<file path="config.mk">
export PLATFORM = sky130hd
export DESIGN_NAME = bus_select_arbiter_flat
export DESIGN_NICKNAME = d
export VERILOG_FILES = /design/src/rtl/bus_select_arbiter_if.sv /design/src/rtl/bus_select_arbiter.sv /design/src/flat_wrapper.sv
export SDC_FILE = /design/constraint.sdc
export NUM_CORES = 1
export LEC_CHECK = 0
export ABC_AREA = 1
export CAP_MARGIN = 20
export CORE_MARGIN = 4
export CORE_UTILIZATION = 50
export DETAILED_ROUTE_END_ITERATION = 6
export PLACE_DENSITY = 0.71
export SLEW_MARGIN = 10
export SYNTH_ARGS = -nofsm -noshare
export SYNTH_HDL_FRONTEND = slang
export SYNTH_SLANG_ARGS = --single-unit
</file>
<file path="constraint.sdc">
create_clock -name clk -period 4 [get_ports clk]
set_input_delay 0.8 -clock clk [delete_from_list [all_inputs] [get_ports clk]]
set_output_delay 0.8 -clock clk [all_outputs]
set_load 0.01 [all_outputs]
</file>
<file path="src/rtl/bus_select_arbiter_if.sv">
// Request/grant bundle between the two bus sources and the bus_select_arbiter.
// The master side is the requesting sources; the slave side is the arbiter.
interface bus_select_arbiter_if;
  logic req_a;
  logic req_b;
  logic gnt_a;
  logic gnt_b;
  logic bus_sel;
  logic bus_en;
  logic busy;

  modport master (
    output req_a, req_b,
    input  gnt_a, gnt_b, bus_sel, bus_en, busy
  );

  modport slave (
    input  req_a, req_b,
    output gnt_a, gnt_b, bus_sel, bus_en, busy
  );
endinterface

</file>
<file path="src/rtl/bus_select_arbiter.sv">
// Two-source round-robin arbiter producing select/enable for the tristate bus mux.
// Source A drives the in1 leg (bus_sel = 1), source B the in2 leg (bus_sel = 0).
// Bursts are bounded while the other source waits, and every release is followed
// by TURN_CYCLES idle cycles so the two buffer legs never overlap.
module bus_select_arbiter #(
  parameter int unsigned MAX_BURST   = 4,
  parameter int unsigned TURN_CYCLES = 1
) (
  input  logic                 clk,
  input  logic                 rst_n,
  bus_select_arbiter_if.slave  bus
);

  typedef enum logic [1:0] {
    IDLE = 2'd0,
    OWN  = 2'd1,
    TURN = 2'd2
  } state_t;

  localparam logic [3:0] BURST_LAST = 4'(MAX_BURST - 1);
  localparam logic [3:0] BURST_SAT  = 4'(MAX_BURST);
  localparam logic [1:0] TURN_LAST  = 2'(TURN_CYCLES - 1);

  state_t     state;
  logic       owner;      // 0 = A, 1 = B
  logic       prio;       // preferred source on contention, 0 = A
  logic [3:0] burst_cnt;
  logic [1:0] turn_cnt;

  logic own_req;
  logic other_req;
  logic release_bus;
  logic arb_now;
  logic arb_any;
  logic arb_pick;

  // Decode request levels relative to the current owner and the arbitration choice.
  always_comb begin
    own_req     = owner ? bus.req_b : bus.req_a;
    other_req   = owner ? bus.req_a : bus.req_b;
    release_bus = ~own_req | ((burst_cnt >= BURST_LAST) & other_req);
    arb_now     = (state == IDLE) | ((state == TURN) & (turn_cnt == TURN_LAST));
    arb_any     = bus.req_a | bus.req_b;
    arb_pick    = (bus.req_a & bus.req_b) ? prio : ~bus.req_a;
  end

  // Ownership FSM with registered grant, select, enable and busy outputs.
  always_ff @(posedge clk or negedge rst_n) begin
    if (!rst_n) begin
      state       <= IDLE;
      owner       <= 1'b0;
      prio        <= 1'b0;
      burst_cnt   <= 4'd0;
      turn_cnt    <= 2'd0;
      bus.gnt_a   <= 1'b0;
      bus.gnt_b   <= 1'b0;
      bus.bus_sel <= 1'b0;
      bus.bus_en  <= 1'b0;
      bus.busy    <= 1'b0;
    end else if (arb_now) begin
      if (arb_any) begin
        state       <= OWN;
        owner       <= arb_pick;
        burst_cnt   <= 4'd0;
        bus.gnt_a   <= ~arb_pick;
        bus.gnt_b   <= arb_pick;
        bus.bus_sel <= ~arb_pick;
        bus.bus_en  <= 1'b1;
        bus.busy    <= 1'b1;
      end else begin
        // Nobody asking: park in IDLE, bus_sel keeps its last value.
        state      <= IDLE;
        bus.gnt_a  <= 1'b0;
        bus.gnt_b  <= 1'b0;
        bus.bus_en <= 1'b0;
        bus.busy   <= 1'b0;
      end
    end else begin
      case (state)
        OWN: begin
          if (release_bus) begin
            state      <= TURN;
            prio       <= ~owner;
            turn_cnt   <= 2'd0;
            bus.gnt_a  <= 1'b0;
            bus.gnt_b  <= 1'b0;
            bus.bus_en <= 1'b0;
            bus.busy   <= 1'b1;
          end else if (burst_cnt != BURST_SAT) begin
            burst_cnt <= burst_cnt + 4'd1;
          end
        end
        TURN: begin
          turn_cnt <= turn_cnt + 2'd1;
        end
        default: begin
          state <= IDLE;
        end
      endcase
    end
  end

endmodule

</file>
<file path="src/flat_wrapper.sv">
// flat-port wrapper written by rule: the top's interface ports become plain ports
module bus_select_arbiter_flat 
#(
  parameter int unsigned MAX_BURST   = 4,
  parameter int unsigned TURN_CYCLES = 1
)
  (clk, rst_n, bus_req_a, bus_req_b, bus_gnt_a, bus_gnt_b, bus_bus_sel, bus_bus_en, bus_busy);
  bus_select_arbiter_if bus_i ();
  input  logic clk;
  input  logic rst_n;
  input wire logic [$bits(bus_i.req_a)-1:0] bus_req_a;
  input wire logic [$bits(bus_i.req_b)-1:0] bus_req_b;
  output wire logic [$bits(bus_i.gnt_a)-1:0] bus_gnt_a;
  output wire logic [$bits(bus_i.gnt_b)-1:0] bus_gnt_b;
  output wire logic [$bits(bus_i.bus_sel)-1:0] bus_bus_sel;
  output wire logic [$bits(bus_i.bus_en)-1:0] bus_bus_en;
  output wire logic [$bits(bus_i.busy)-1:0] bus_busy;
  assign bus_i.req_a = bus_req_a;
  assign bus_i.req_b = bus_req_b;
  assign bus_gnt_a = bus_i.gnt_a;
  assign bus_gnt_b = bus_i.gnt_b;
  assign bus_bus_sel = bus_i.bus_sel;
  assign bus_bus_en = bus_i.bus_en;
  assign bus_busy = bus_i.busy;
  bus_select_arbiter #(.MAX_BURST(MAX_BURST), .TURN_CYCLES(TURN_CYCLES)) u_core (.clk(clk), .rst_n(rst_n), .bus(bus_i));
endmodule
</file>
== After elaboration in Yosys (flattened, before gate mapping) ==
Index checks and enable logic that the tools add are counted.
Operators by class
  bitwise gates (word level): 11
  divide/modulo/power cells: 0
  $add $sub $neg: 2
  shifts and indexed selects: 0
  multiplexer cells: 25
  multipliers: 0
  reduce and logical (&&, ||, !) cells: 12
  equal/unequal tests: 8
  order comparisons: 1
Operators with widths (number)
  2-to-1 mux 4 bit: 5
  2-to-1 mux 1 bit: 15
  case mux 2 bit (2 select lines): 2
  nonzero test 2 bit: 4
  2-to-1 mux 2 bit: 3
  AND reduction 2 bit: 3
  AND reduction 3 bit: 2
  inverter 1 bit: 5
  adder 4 x 1 -> 4 bit (second input constant): 1
  >= comparator 4 x 2 -> 1 bit (second input constant): 1
  logical NOT 2 bit: 2
  inequality test 2 x 1 -> 1 bit (second input constant): 2
  inequality test 2 bit (second input constant): 2
  inequality test 4 x 3 -> 1 bit (second input constant): 1
  AND reduction 4 bit: 1
  bitwise AND 1 bit: 3
  inequality test 3 x 1 -> 1 bit (second input constant): 1
  OR 1 bit: 3
  adder 2 x 1 -> 2 bit (second input constant): 1
  equality test 2 x 1 -> 1 bit (second input constant): 1
  equality test 2 bit (second input constant): 1
Word-level totals
  memory bits (read-only): 0
  memory bits (writable): 0
  bits in registers: 15
  memories kept: 0
  input port bits: 4
  bits in latches: 0
  word-level logic and storage cells: 69

== Longest topological paths before layout ==
  depth after elaboration: 6
  mapped depth: 9

== Worst setup path before layout ==
OpenSTA, ideal clock, no wires.
  path type: input -> register
  start: in bus_req_b
  end: reg u_core.bus.gnt_b
  cell stages on the path: 3
  path slack: 2618 ps
  arrival: 1264 ps
  buffers on the path: 0
  setup time: 117 ps
  data required time: 3883 ps
  path through: o21ai_2 -> or2_1 -> nand2_1
Between the ends
  cells in the longest elaborated chain, start to end: 5
  elaborated cells between the ends (all ways): 12
  those cells by class: mux: 5; bitwise: 5; reduce/logical: 2
RTL lines
  from (decl): line flat_wrapper.sv:12  | input wire logic [$bits(bus_i.req_b)-1:0] bus_req_b;
  2-to-1 mux 1 bit, on equally long branches: line bus_select_arbiter.sv:40, bus_select_arbiter.sv:39
  bitwise AND 1 bit or inverter 1 bit (tied branches): line bus_select_arbiter.sv:41  | release_bus = ~own_req | ((burst_cnt >= BURST_LAST) & other_req);
  OR 1 bit: line bus_select_arbiter.sv:41
  nonzero test 2 bit (no line)
  AND reduction 2 bit (no line)
  to (signal assigned): line bus_select_arbiter.sv:66  | bus.gnt_b <= arb_pick;
  to (decl): line bus_select_arbiter_if.sv:19  | output gnt_a, gnt_b, bus_sel, bus_en, busy
Parallel ways exist; a longest one is shown, timed or not.
A chain may end at the register's enable or synchronous reset.

== Final worst setup path ==
  start: reg u_core.bus.gnt_b
  end: out bus_gnt_b
RTL lines
  to (decl): line flat_wrapper.sv:14  | output wire logic [$bits(bus_i.gnt_b)-1:0] bus_gnt_b;
No word-level cell between the ends.

==> impl_metrics.ini <==
[synth]
synth_top_family_by_area = simple AND/OR/NAND/NOR gates
synth_top_area_frac = 0.4196
ys_ff_latch = 15
ys_async_sr_fraction = 1.000
netlist_area_um2 = 894.6
synth-simple-area-share = 0.3510
yosysTopAreaCell = dfrtp_1
yosysWarnings = 0
synth_enable_flop_cells = 0
synth_compound_area_frac = 0.05594
synth_seq_area_share = 0.4196
synthCells = 114
ys_types = 22
ys.flop_type = dfrtp_1
yosys-top-cells-area = dfrtp_1 42%, nand2_1 15%, ha_1 8.4%
synth_nets = 124
yosys.area_share.xor_xnor = 0.009790
post_synth.cell_area_avg_um2 = 7.847
synthMuxAreaShare = 0
synth_adder_area_share = 0.08392

[sta]
whs_ns = 0.4866
skew_ns = 0.005343
period_needed_ns = 1.983
setup_viol_count_final = 0
drv_slew = 0
worst_slack_ns = 2.017
finalSetupTns_ns = 0
worstMarginPinSlew_ns = 0.6738
finalHoldViolCount = 0
fmax_ghz = 0.5042
fin_crit_sh = 0.4958
max_slew_margin = 0.5494
rsz0062_at_grt = no

[floorplan]
num_io_pins = 9
rows = 15
die_y_um = 50.30
core_area_mm2 = 0.001708
die-width_um = 50.30
start_util = 0.5238
dieArea_mm2 = 0.002530

[cells_and_area]
fin_area_mm2 = 0.001021
final_common_cell = nand2_1
fin_util = 0.5978
syn_to_final_growth_pct = 14.13
fillCellCount = 154
diodes = 0
layout-drive-gt1-share = 0.09600
final_cell_mix = 35 x nand2_1, 15 x inv_1, 15 x dfrtp_1
stdcell_count = 150
nets = 136

[route]
drt-wirelength-per-cell_um = 11.34
via_per_inst = 4.953
highest_layer = met4
wl_met2_um = 720
ant_nets = 0
wl_met1_um = 874
routed-wl-met3_um = 65
drc = 0
first_pass_iters = 4
drt_iter0_markers = 16
wirelength_um = 1701
vias = 743

[global_routing]
grt_overflow = 0
grt_usage = 0.1533
grt_pass1_wl_um = 2973
antenna_found_initial = 0
grt_pass1_vias = 679
grt_max_degree = 16

[clock_tree]
cts.repair.resized = 0
cts_sinks = 15
htreeDepth = 1
clk_latency_ns = 0.29
hold_buffers = 0
cts_buffers = 3
clock_tree.root_cell = clkbuf_4
clkTransAtPathRegs_ns = 0.09
cts_tree = yes
postCtsSetupRepairBufs = 0
cts_max_path_buffers = 2

[critical_path]
cp_slowest_cell = clkdlybuf4s50_1
worstSetupPathType = reg -> out
critPathTopFamily = buffers and inverters
cp_data_required_time_ns = 3.20
cp_max_fo = 2
crit_buf_inv = 1
end_kind = output port
path_cells = clkdlybuf4s50_1
start_kind = flop
worstPathArrival_ns = 1.18
critPathMaxStageDelay_ns = 0.54

[placed_design]
postPlaceCellArea_um2 = 994.7
io_buffer_count = 8
hpwl_um = 1301
gp_congestion = 0.8493
placed_cells = 146
dpl_worst_slack_ns = 1.941

[power_and_ir_drop]
pwr-share-comb = 0.531
vdd_drop_max_v = 0.0004493
power_density_mw_per_mm2 = 726.5
p_seq_frac = 0.349
p_leak_nw = 0.5305
power.total_uw = 741.7
sw_frac_of_total = 0.4601
pwr-share-clk = 0.120
internal_power_uw = 400.5
p_sw_uw = 341.2

[job]
cap_viol_max_count = 0

[run_status]
status = finished, final reports clean

[worst_hold_path]
hold_class = reg -> reg
[final timing paths]
kind / startpoint / end / slack (ns) / depth (start not counted)
setup / recovery: u_core.bus.gnt_b / bus_gnt_b / 2.02 / 1
hold / removal: u_core.turn_cnt[1] / u_core.turn_cnt[1] / 0.49 / 2
setup reg to reg: u_core.state[0] / u_core.burst_cnt[3] / 2.37 / 9
hold reg to reg: u_core.turn_cnt[1] / u_core.turn_cnt[1] / 0.49 / 2
max in group asynchronous: rst_n / u_core.bus.gnt_a / 2.66 / 1
min in group asynchronous: rst_n / u_core.turn_cnt[0] / 0.91 / 1
[cell type report]
cell class / count / area [um2] / share of cell area
clock buffers: 4 / 26.28 / 0.02574
inverters: 16 / 60.06 / 0.05882
multi-input cells: 82 / 447.9 / 0.4387
flip-flops and latches: 15 / 375.4 / 0.3676
well taps: 25 / 31.28 / 0.03064
repair buffers: 8 / 80.08 / 0.07843
[flip-flops by register name, summed over array words and instances (netlist names)]
register / count
u_core.owner: 1
u_core.prio: 1
u_core.burst_cnt: 4
u_core.state: 2
u_core.bus.gnt_b: 1
u_core.bus.bus_en: 1
u_core.bus.gnt_a: 1
u_core.turn_cnt: 2
u_core.bus.busy: 1
u_core.bus.bus_sel: 1
[synth_stat cells (2+ instances only)]
master   instances
dfrtp_1         15
ha_1             6
inv_1           15
nand2_1         35
nand2_2          2
nand3_1         12
nand4_1          4
nor2_1           9
o21ai_0          3
[cell families (layout without fill, tap and decap cells)]
kind of cell | count (synthesis) | after routing
and+or+nand+nor | 68 | 68
DFF | 15 | 15
xor gates and xnor gates | 1 | 1
AOI/OAI and AO/OA | 7 | 7
buffers and inverters | 17 | 28
adders and majority gates | 6 | 6
[layer usage]
layer | global-route usage | up-vias
met5 | 0 | -
met3 | 0.03561 | 5
met2 | 0.2261 | 9
li1 | - | 384
met1 | 0.2132 | 345
met4 | 0.06726 | 0
[power by group through the flow]
| stage | registers, mW | logic, mW | clock network, mW |
|---|---|---|---|
| final | 0.259 | 0.394 | 0.0888 |
| after detailed placement | 0.260 | 0.397 | 0 |
| after global placement | 0.258 | 0.388 | 0 |
| after floorplan | 0.263 | 0.283 | 0 |
| after CTS | 0.259 | 0.398 | 0.0917 |
| after global routing | 0.267 | 0.449 | 0.0986 |
No activity file was read; power rests on OpenSTA's default activity.
